## src/rtl/rvfi_sched_pkg.sv

```systemverilog
// Shared types and helpers for the RVFI CSR-write check sequencer.
// Holds the FSM state encoding, CSR/opcode constants and a retire popcount.
package rvfi_sched_pkg;

    typedef enum logic [2:0] {
        ST_IDLE,
        ST_SKIP,
        ST_ARMED,
        ST_CHECK,
        ST_DONE,
        ST_FAIL
    } state_t;

    localparam logic [11:0] CSR_NONE   = 12'hFFF;
    localparam logic [6:0]  OPC_SYSTEM = 7'b1110011;
    localparam int          MAX_NRET   = 64;

    function automatic logic [15:0] popcount(input logic [MAX_NRET-1:0] v);
        logic [15:0] n;
        n = '0;
        for (int i = 0; i < MAX_NRET; i++) begin
            n = n + 16'(v[i]);
        end
        return n;
    endfunction

endpackage

```

## src/rtl/rvfi_csr_match.sv

```systemverilog
// Per-channel CSR instruction decoder: flags a retired CSR op hitting a target index.
// Purely combinational, zero latency; no flow control.
module rvfi_csr_match
    import rvfi_sched_pkg::*;
#(
    parameter int ILEN = 32
) (
    input  logic [ILEN-1:0] insn,
    input  logic            valid,
    input  logic [11:0]     csr_maddr,
    input  logic [11:0]     csr_saddr,
    input  logic [11:0]     csr_uaddr,
    output logic            match
);

    logic [11:0] addr;
    logic        hi_zero;
    logic        unused_fields;

    assign addr          = insn[31:20];
    assign unused_fields = ^{insn[19:14], insn[11:7]};

    // Compressed/wide encodings must not alias onto a 32-bit CSR op.
    generate
        if (ILEN > 32) begin : g_wide
            assign hi_zero = ~|insn[ILEN-1:32];
        end else begin : g_narrow
            assign hi_zero = 1'b1;
        end
    endgenerate

    assign match = valid
                && (insn[6:0] == OPC_SYSTEM)
                && (insn[13:12] != 2'b00)
                && hi_zero
                && (addr != CSR_NONE)
                && ((addr == csr_maddr) || (addr == csr_saddr) || (addr == csr_uaddr));

endmodule

```

## src/rtl/rvfi_csrw_sched.sv

```systemverilog
// Sequencer that skips SKIP retirements, then strobes check for the first matching CSR op.
// Match at cycle t gives check at t+1 and done from t+2; no backpressure, inputs are never stalled.
module rvfi_csrw_sched
    import rvfi_sched_pkg::*;
#(
    parameter int NRET    = 1,
    parameter int ILEN    = 32,
    parameter int SKIP    = 0,
    parameter int TIMEOUT = 64
) (
    input  logic                                      clock,
    input  logic                                      resetn,
    input  logic                                      enable,
    input  logic [11:0]                               csr_maddr,
    input  logic [11:0]                               csr_saddr,
    input  logic [11:0]                               csr_uaddr,
    input  logic [NRET-1:0]                           rvfi_valid,
    input  logic [NRET*ILEN-1:0]                      rvfi_insn,
    input  logic [NRET*64-1:0]                        rvfi_order,
    output logic                                      check,
    output logic [((NRET > 1) ? $clog2(NRET) : 1)-1:0] check_chan,
    output logic [ILEN-1:0]                           check_insn,
    output logic [63:0]                               check_order,
    output logic                                      done,
    output logic                                      timeout,
    output logic [15:0]                               retired
);

    localparam int          CW       = (NRET > 1) ? $clog2(NRET) : 1;
    localparam int          TW       = (TIMEOUT > 1) ? $clog2(TIMEOUT) : 1;
    localparam logic [15:0] SKIP_W   = 16'(SKIP);
    localparam logic [TW-1:0] TMO_LAST = TW'(TIMEOUT - 1);

    state_t              state;
    state_t              state_nxt;
    logic [NRET-1:0]     hit;
    logic                any_hit;
    logic [CW-1:0]       hit_chan;
    logic [MAX_NRET-1:0] valid_ext;
    logic [16:0]         ret_sum;
    logic [15:0]         retired_nxt;
    logic [TW-1:0]       tmo_cnt;

    for (genvar k = 0; k < NRET; k++) begin : g_match
        rvfi_csr_match #(.ILEN(ILEN)) u_match (
            .insn      (rvfi_insn[k*ILEN +: ILEN]),
            .valid     (rvfi_valid[k]),
            .csr_maddr (csr_maddr),
            .csr_saddr (csr_saddr),
            .csr_uaddr (csr_uaddr),
            .match     (hit[k])
        );
    end

    assign any_hit = |hit;

    // Lowest channel wins: it retires first in program order.
    always_comb begin
        hit_chan = '0;
        for (int k = NRET - 1; k >= 0; k--) begin
            if (hit[k]) hit_chan = CW'(k);
        end
    end

    always_comb begin
        valid_ext             = '0;
        valid_ext[NRET-1:0]   = rvfi_valid;
        ret_sum               = {1'b0, retired} + {1'b0, popcount(valid_ext)};
        retired_nxt           = ret_sum[16] ? 16'hFFFF : ret_sum[15:0];
    end

    always_ff @(posedge clock) begin
        if (!resetn) state <= ST_IDLE;
        else         state <= state_nxt;
    end

    always_comb begin
        state_nxt = state;
        unique case (state)
            ST_IDLE:  if (enable) state_nxt = (SKIP == 0) ? ST_ARMED : ST_SKIP;
            ST_SKIP:  if (retired_nxt >= SKIP_W) state_nxt = ST_ARMED;
            ST_ARMED: begin
                // A match in the expiry cycle takes priority over giving up.
                if (any_hit)                   state_nxt = ST_CHECK;
                else if (tmo_cnt == TMO_LAST)  state_nxt = ST_FAIL;
            end
            ST_CHECK: state_nxt = ST_DONE;
            default:  state_nxt = state;
        endcase
    end

    always_ff @(posedge clock) begin
        if (!resetn) begin
            retired     <= '0;
            tmo_cnt     <= '0;
            check_chan  <= '0;
            check_insn  <= '0;
            check_order <= '0;
        end else begin
            if (state == ST_SKIP || state == ST_ARMED) retired <= retired_nxt;
            if (state == ST_ARMED && !any_hit)         tmo_cnt <= tmo_cnt + 1'b1;
            if (state == ST_ARMED && any_hit) begin
                check_chan  <= hit_chan;
                check_insn  <= rvfi_insn[hit_chan*ILEN +: ILEN];
                check_order <= rvfi_order[hit_chan*64 +: 64];
            end
        end
    end

    assign check   = (state == ST_CHECK);
    assign done    = (state == ST_DONE);
    assign timeout = (state == ST_FAIL);

endmodule

```

## config.mk

```make
export PLATFORM = sky130hd
export DESIGN_NAME = rvfi_csrw_sched
export DESIGN_NICKNAME = d
export VERILOG_FILES = /design/src/rtl/rvfi_sched_pkg.sv /design/src/rtl/rvfi_csr_match.sv /design/src/rtl/rvfi_csrw_sched.sv
export SDC_FILE = /design/constraint.sdc
export NUM_CORES = 1
export LEC_CHECK = 0
export CAP_MARGIN = 20
export CORE_MARGIN = 1.5
export CORE_UTILIZATION = 44
export CTS_CLUSTER_SIZE = 24
export DETAILED_ROUTE_END_ITERATION = 6
export PLACE_DENSITY = 0.84
export SLEW_MARGIN = 0
export SYNTH_ARGS = -nofsm -noshare
export SYNTH_HDL_FRONTEND = slang
export SYNTH_SLANG_ARGS = --single-unit
export TNS_END_PERCENT = 50
```

## constraint.sdc

```tcl
create_clock -name clock -period 7.4 [get_ports clock]
set_clock_uncertainty 0.15 [all_clocks]
set_input_delay 1.48 -clock clock [delete_from_list [all_inputs] [get_ports clock]]
set_output_delay 1.48 -clock clock [all_outputs]
set_load 0.005 [all_outputs]
```

==> results of run 1 <==
-- metrics by stage --
step	cell area [um^2]	util	hold WS, ns
floorplan	5130	-	0.293
global placement	7540	0.663	0.286
detailed placement	7540	0.663	0.291
CTS	8090	0.711	0.299
global route	8090	0.711	0.317
finish	8090	0.711	0.295
-- state kept, by name, summed over array words and instances (netlist names) --
signal / flops
retired: 16
check_insn: 32
check_order: 64
tmo_cnt: 6
state: 3
-- cell usage in the layout (no fill, tap or decap), types with 2 or more instances in the layout --
cell type        instances
clkdlybuf4s50_1        249
dfxtp_1                121
nand2_1                106
nand3_1                101
o21ai_0                 66
xor2_1                  44
o21ai_1                 24
nor2_1                  22
a21oi_1                 17
clkbuf_16               17
nor4_1                  10
nand4_1                  6
and3_1                   6
mux2i_1                  6
clkinv_2                 5
clkbuf_1                 5
nand2b_1                 4
nor3b_1                  4
or4_1                    4
xnor2_1                  3
o31ai_1                  3
ha_1                     3
buf_4                    3
inv_1                    2
nor3_1                   2
a31oi_1                  2
clkbuf_8                 2
-- cells in the mapped netlist, types with 6 or more instances --
library cell | number | area [um^2]
nor2_1 | 22 | 82.6
mux2i_1 | 6 | 60.1
nand4_1 | 6 | 37.5
nor4_1 | 10 | 62.6
dfxtp_1 | 121 | 2420
o21ai_0 | 66 | 330
nand3_1 | 101 | 505
and3_1 | 6 | 37.5
buf_6 | 6 | 67.6
a21oi_1 | 17 | 85.1
xor2_1 | 44 | 385
buf_2 | 16 | 80.1
nand2_1 | 106 | 398
clkbuf_1 | 34 | 128
o21ai_1 | 24 | 120
-- layout make-up --
type                       instances  share of cell area
timing repair buffer             253               0.313
clock inverter                     8             0.00882
inverter                           3             0.00139
clock buffer                      24              0.0583
sequential                       121               0.300
tap                              143              0.0221
multi-input combinational        443               0.296
-- final timing paths --
| kind | startpoint | endpoint | slack, ns | cells past startpoint |
|---|---|---|---|---|
| setup / recovery | rvfi_insn[26] | check_order[9]$_SDFFE_PN0P_ | 3.19 | 7 |
| hold / removal | check_order[41]$_SDFFE_PN0P_ | check_order[41]$_SDFFE_PN0P_ | 0.29 | 2 |
| setup reg to reg | state[1]$_SDFFE_PN0P_ | check_order[9]$_SDFFE_PN0P_ | 4.75 | 5 |
| hold reg to reg | check_order[41]$_SDFFE_PN0P_ | check_order[41]$_SDFFE_PN0P_ | 0.29 | 2 |
-- cells by family (layout without fill, tap and decap cells) --
family,after synthesis,after routing,share of synthesized area
DFF,121,121,0.472
buffers and inverters,63,288,0.0603
other,1,1,0.000731
muxes,6,6,0.0117
adders and majority gates,3,3,0.00732
xor gates and xnor gates,47,47,0.0803
AOI/OAI and AO/OA,118,118,0.125
and+or+nand+nor,268,268,0.242
-- critical path, delay by kind of cell --
| kind | cells | cell delay (ns) |
|---|---|---|
| and+or+nand+nor | 2 | 0.62 |
| AOI/OAI and AO/OA | 2 | 0.71 |
| buffers and inverters | 2 | 1.21 |
| xor gates and xnor gates | 1 | 0.22 |
-- metal layers --
| metal | global-route usage | vias to the layer above |
|---|---|---|
| met5 | 0 | - |
| met4 | 0.121 | 0 |
| met3 | 0.0831 | 36 |
| met2 | 0.416 | 172 |
| met1 | 0.278 | 2319 |
| li1 | - | 2566 |
-- power by group through the flow --
| stage | registers (mW) | clock network (mW) | logic [mW] |
|---|---|---|---|
| after global routing | 0.661 | 0.804 | 0.146 |
| after global placement | 0.673 | 0 | 0.131 |
| after detailed placement | 0.674 | 0 | 0.134 |
| after CTS | 0.660 | 0.772 | 0.136 |
| final | 0.661 | 0.756 | 0.136 |
| after floorplan | 0.673 | 0 | 0.0521 |
==> metrics, run 1 <==
leakage dissipation ~2.8 nW; Cells after DPL about 960; RSZ-0062 raised after global routing false; startpoint type of the worst setup path input pin; GP Congestion ~0.86; status finished clean; Primary FF master, synth dfxtp_1; Iter 0 DRT Violations between 300 and 400; Clk pwr share 0.487; pwr/cell area 192 mW/mm^2; Required @ worst endpoint about 7.5 ns; Psw approximately 340 uW; worst-path cell chain clkdlybuf4s50_1 > xor2_1 > nor4_1 > nand3_1 > a311oi_4 > buf_4 > o21ai_0; largest net degree at the start of global routing 100; max cap viols 0; CTS Buf Count 17; area of the multi-input gates 0.00240 mm^2; vias in the first global route 5,036; Final Total Pwr between 1.5 and 2 mW; Buffers on Ports 250; IO Pins between 200 and 300; Seq cells post-synth ~120; first-pass GRT wire length ~24 mm; register area between 0.002 and 0.0025 mm^2; Avg Cell Area, Syn around 8 um^2; Ys Warns 0; internal cell power approximately 1.2 mW; initial antenna violation count 0; Post-CTS Repair Setup Buffers 0; Crit Path Max Fanout 97; drt wl/cell roughly 15 um; worst rel slew slack 0.379; detailed-route via count approximately 5,100; share of total power in combinational logic 0.088; post-route ant nets 0; Worst VDD drop roughly 0.16 mV; row count 39; die height around 110 um; Worst setup EP type flop; final setup fails 0; die area between 0.01 and 0.015 mm^2; CTS root buf clkbuf_16; initial core utilization 0.451; top routing layer in use met4; final net count 978; Area Growth Syn to Fin 57.7%; Post-synth EDFFs 0; clock sink total approximately 120; Final TNS setup 0 ns; Worst Setup Slack, final ~3.2 ns; Core Area roughly 0.011 mm^2; GRT Total Usage 0.246; DP Wirelength 10.8 mm; Hold Violations, Final 0; worst slew pin tran 0.932 ns; layout cells sized above 1 0.0399; CTS clk-pin slew, worst paths 0.05 ns; ys async rst share 0; Vias/cell between 5 and 6; max-slew violations 0; GRT overflow 0; Tmin final 4.21 ns; DRC errors left 0; n_diodes 0; Crit-path slowest cell buf_4; Worst Hold Class reg2reg; Mapped Nets approximately 770; DRT Pass-1 Iters 5; depth of the CTS H-tree 4; Crit path arrival time 4.31 ns; Synth Instances roughly 630; period utilisation layout 0.569; routed length on met1 6.07 mm; CTS tree yes; Routed WL roughly 15 mm; max incr delay on CP around 0.7 ns; highest clock rate roughly 240 MHz; PostCTS Resize Cnt 0; Layout fillers approximately 870; Netlist cell types 37; CP Class in2reg; Die W 111 um; Post-CTS Hold Buffers 0; mapped cell area about 0.005 mm^2; metal3 WL 984 um; sw frac 0.218; Seq/Total Area, Yosys 0.472; Worst-Skew Late Latency roughly 0.40 ns; sequential share of power 0.426; wire length on met2 about 7.6 mm; Setup Slack @ Placement roughly 2.8 ns; non-filler instance count after layout just under 1,000; Longest Clk Path Bufs 2
No activity file was read; power rests on OpenSTA's default activity.
==> run 2: changes to the inputs <==
--- a/config.mk
+++ b/config.mk
@@ -7,10 +7,10 @@
 export LEC_CHECK = 0
 export CAP_MARGIN = 20
 export CORE_MARGIN = 1.5
-export CORE_UTILIZATION = 44
+export CORE_UTILIZATION = 37
 export CTS_CLUSTER_SIZE = 24
 export DETAILED_ROUTE_END_ITERATION = 6
-export PLACE_DENSITY = 0.84
+export PLACE_DENSITY = 0.75
 export SLEW_MARGIN = 0
 export SYNTH_ARGS = -nofsm -noshare
 export SYNTH_HDL_FRONTEND = slang
==> constraint.sdc (replaced) <==
create_clock -name clock -period 3.5 [get_ports clock]
set_clock_uncertainty 0.15 [all_clocks]
set_input_delay 0.7 -clock clock [delete_from_list [all_inputs] [get_ports clock]]
set_output_delay 0.7 -clock clock [all_outputs]
set_load 0.005 [all_outputs]
==> run 2 against run 1 <==
Sequential share of layout area decreased by 0.53 points. Register-to-register slack got worse by 3.5 ns. Utilization is 9.7 points lower. Design area is 1.8% higher. Non-clock buffer count increased by 8. Sequential power is 110% higher. Critical endpoint is now check_order[20]$_SDFFE_PN0P_. Highest routed layer unchanged.
==> metrics, run 2 (synthesis results as in run 1) <==
Core Area 0.0134 mm^2; fin area roughly 0.0082 mm^2; GRT Total Usage 0.205; leakage dissipation approximately 2.9 nW; startpoint type of the worst setup path input pin; reg2reg start state[2]$_SDFFE_PN0P_; Crit path arrival time ~3.2 ns; IO Pins 252; Routed WL 14.6 mm; DRC errors left 0; Tmin final roughly 3 ns; Final TNS setup 0 ns; Crit Path Max Fanout about 110; Clk pwr share 0.494; Most flops, register check_order; Worst R2R Setup Slack 1.29 ns; DRT Pass-1 Iters 5; die height between 100 and 150 um; commonest cells after routing, fill and taps aside clkdlybuf4s50_1 (249), dfxtp_1 (121), nand2_1 (106); hold endpoint check_order[37]$_SDFFE_PN0P_; end of the worst register-to-register path check_order[20]$_SDFFE_PN0P_; min-delay src check_order[37]$_SDFFE_PN0P_; CTS clk-pin slew, worst paths ~0.050 ns; row count 42; share of total power in combinational logic 0.087; Worst VDD drop roughly 0.31 mV; Worst Setup Slack, final 0.517 ns; initial core utilization 0.383; die area ~0.015 mm^2; cell count of the worst reg-to-reg path 6; CTS Buf Count 17; largest net degree at the start of global routing roughly 110; worst slew pin tran ~0.74 ns; Longest Clk Path Bufs 2; Worst-Skew Late Latency slightly above 0.4 ns; highest clock rate 335 MHz; Worst setup EP type flop; n_diodes 0; Area Growth Syn to Fin 60.5%; pwr/cell area roughly 400 mW/mm^2; Worst Hold Class reg2reg; first-pass GRT wire length around 24 mm; Hold Violations, Final 0; status finished clean; depth of the CTS H-tree 4; Die W roughly 120 um; Post-CTS Hold Buffers 0; CP Class in2reg; final net count around 990; GP Congestion between 0.8 and 0.9; sw frac 0.216; max cap viols 0; layout cells sized above 1 0.0500; RSZ-0062 raised after global routing false; Post-CTS Repair Setup Buffers 0; Final Total Pwr approximately 3.3 mW; CTS tree yes; Psw roughly 700 uW; GRT overflow 0; Post-DP Area 0.00767 mm^2; post-route ant nets 0; drt wl/cell 14.1 um; clock sink total around 120; initial antenna violation count 0; detailed-route via count 5,074; final setup fails 0; period utilisation layout 0.852; CTS root buf clkbuf_16; Largest regs check_order x64, check_insn x32, retired x16; hold depth 2; most common cell after layout, fill and taps aside clkdlybuf4s50_1; Required @ worst endpoint around 3.7 ns; max FFs per register 64; Setup Slack @ Placement 0.114 ns; DP Wirelength roughly 10 mm; internal cell power between 2 and 3 mW; max-slew violations 0; vias in the first global route around 4,900; Iter 0 DRT Violations between 300 and 400; Vias/cell ~5; worst rel slew slack 0.507; sequential share of power 0.420; PostCTS Resize Cnt 0; Buffers on Ports between 200 and 300
-- run 2: worst max-delay path, cell delays in order --
cell and delay [ns]:
clkdlybuf4s50_1 0.57, xor2_1 0.23, nor4_1 0.36, nand3_1 0.25
a311oi_4 0.38, buf_12 0.37, nand3_1 0.14, o21ai_0 0.10
-- run 2: final cells by class --
cell class / instances / area (um^2)
Tap cell: 176 / 220
Multi-Input combinational cell: 443 / 2400
Sequential cell: 121 / 2420
Fill cell: 1212 / 5170
Inverter: 3 / 11.3
Clock buffer: 25 / 495
Timing Repair Buffer: 261 / 2620
Clock inverter: 7 / 66.3
-- run 2: power by group through the flow --
stage                     clock network, mW  registers [mW]  logic (mW)
final                                  1.64            1.40       0.289
after detailed placement                  0            1.43       0.287
after global placement                    0            1.42       0.285
after CTS                              1.68            1.40       0.290
after floorplan                           0            1.42       0.110
after global routing                   1.75            1.40       0.312
-- run 2: metal layers --
layer  share of wire  wire, um  GRT usage  vias to the layer above
met5               0         0          0                        -
met4           0.027       391     0.0897                        0
met3           0.069      1000     0.0726                       31
met2            0.48      6960      0.329                      166
met1            0.43      6270      0.246                     2302
li1                -         -          -                     2575
-- run 2: stage by stage --
stage | instances | hold WS, ns | util
finish | 1036 | 0.295 | 0.614
CTS | 1036 | 0.298 | 0.614
detailed placement | 1004 | 0.289 | 0.572
floorplan | 627 | 0.293 | -
global placement | 1004 | 0.285 | 0.572
global route | 1036 | 0.314 | 0.614
-- run 2: how the worst max path moves through the flow --
stage	startpoint	to	slack [ns]	cells past startpoint
2_1_floorplan	rvfi_insn[26]	check_order[29]$_SDFFE_PN0P_	0.90	10
3_3_place_gp	rvfi_insn[29]	check_insn[28]$_SDFFE_PN0P_	0.17	8
3_5_place_dp	rvfi_insn[29]	check_order[4]$_SDFFE_PN0P_	0.11	8
4_1_cts	rvfi_insn[29]	check_order[59]$_SDFFE_PN0P_	0.55	8
5_1_grt	rvfi_insn[29]	check_insn[26]$_SDFFE_PN0P_	0.30	8
6_report	rvfi_insn[29]	check_order[20]$_SDFFE_PN0P_	0.52	8
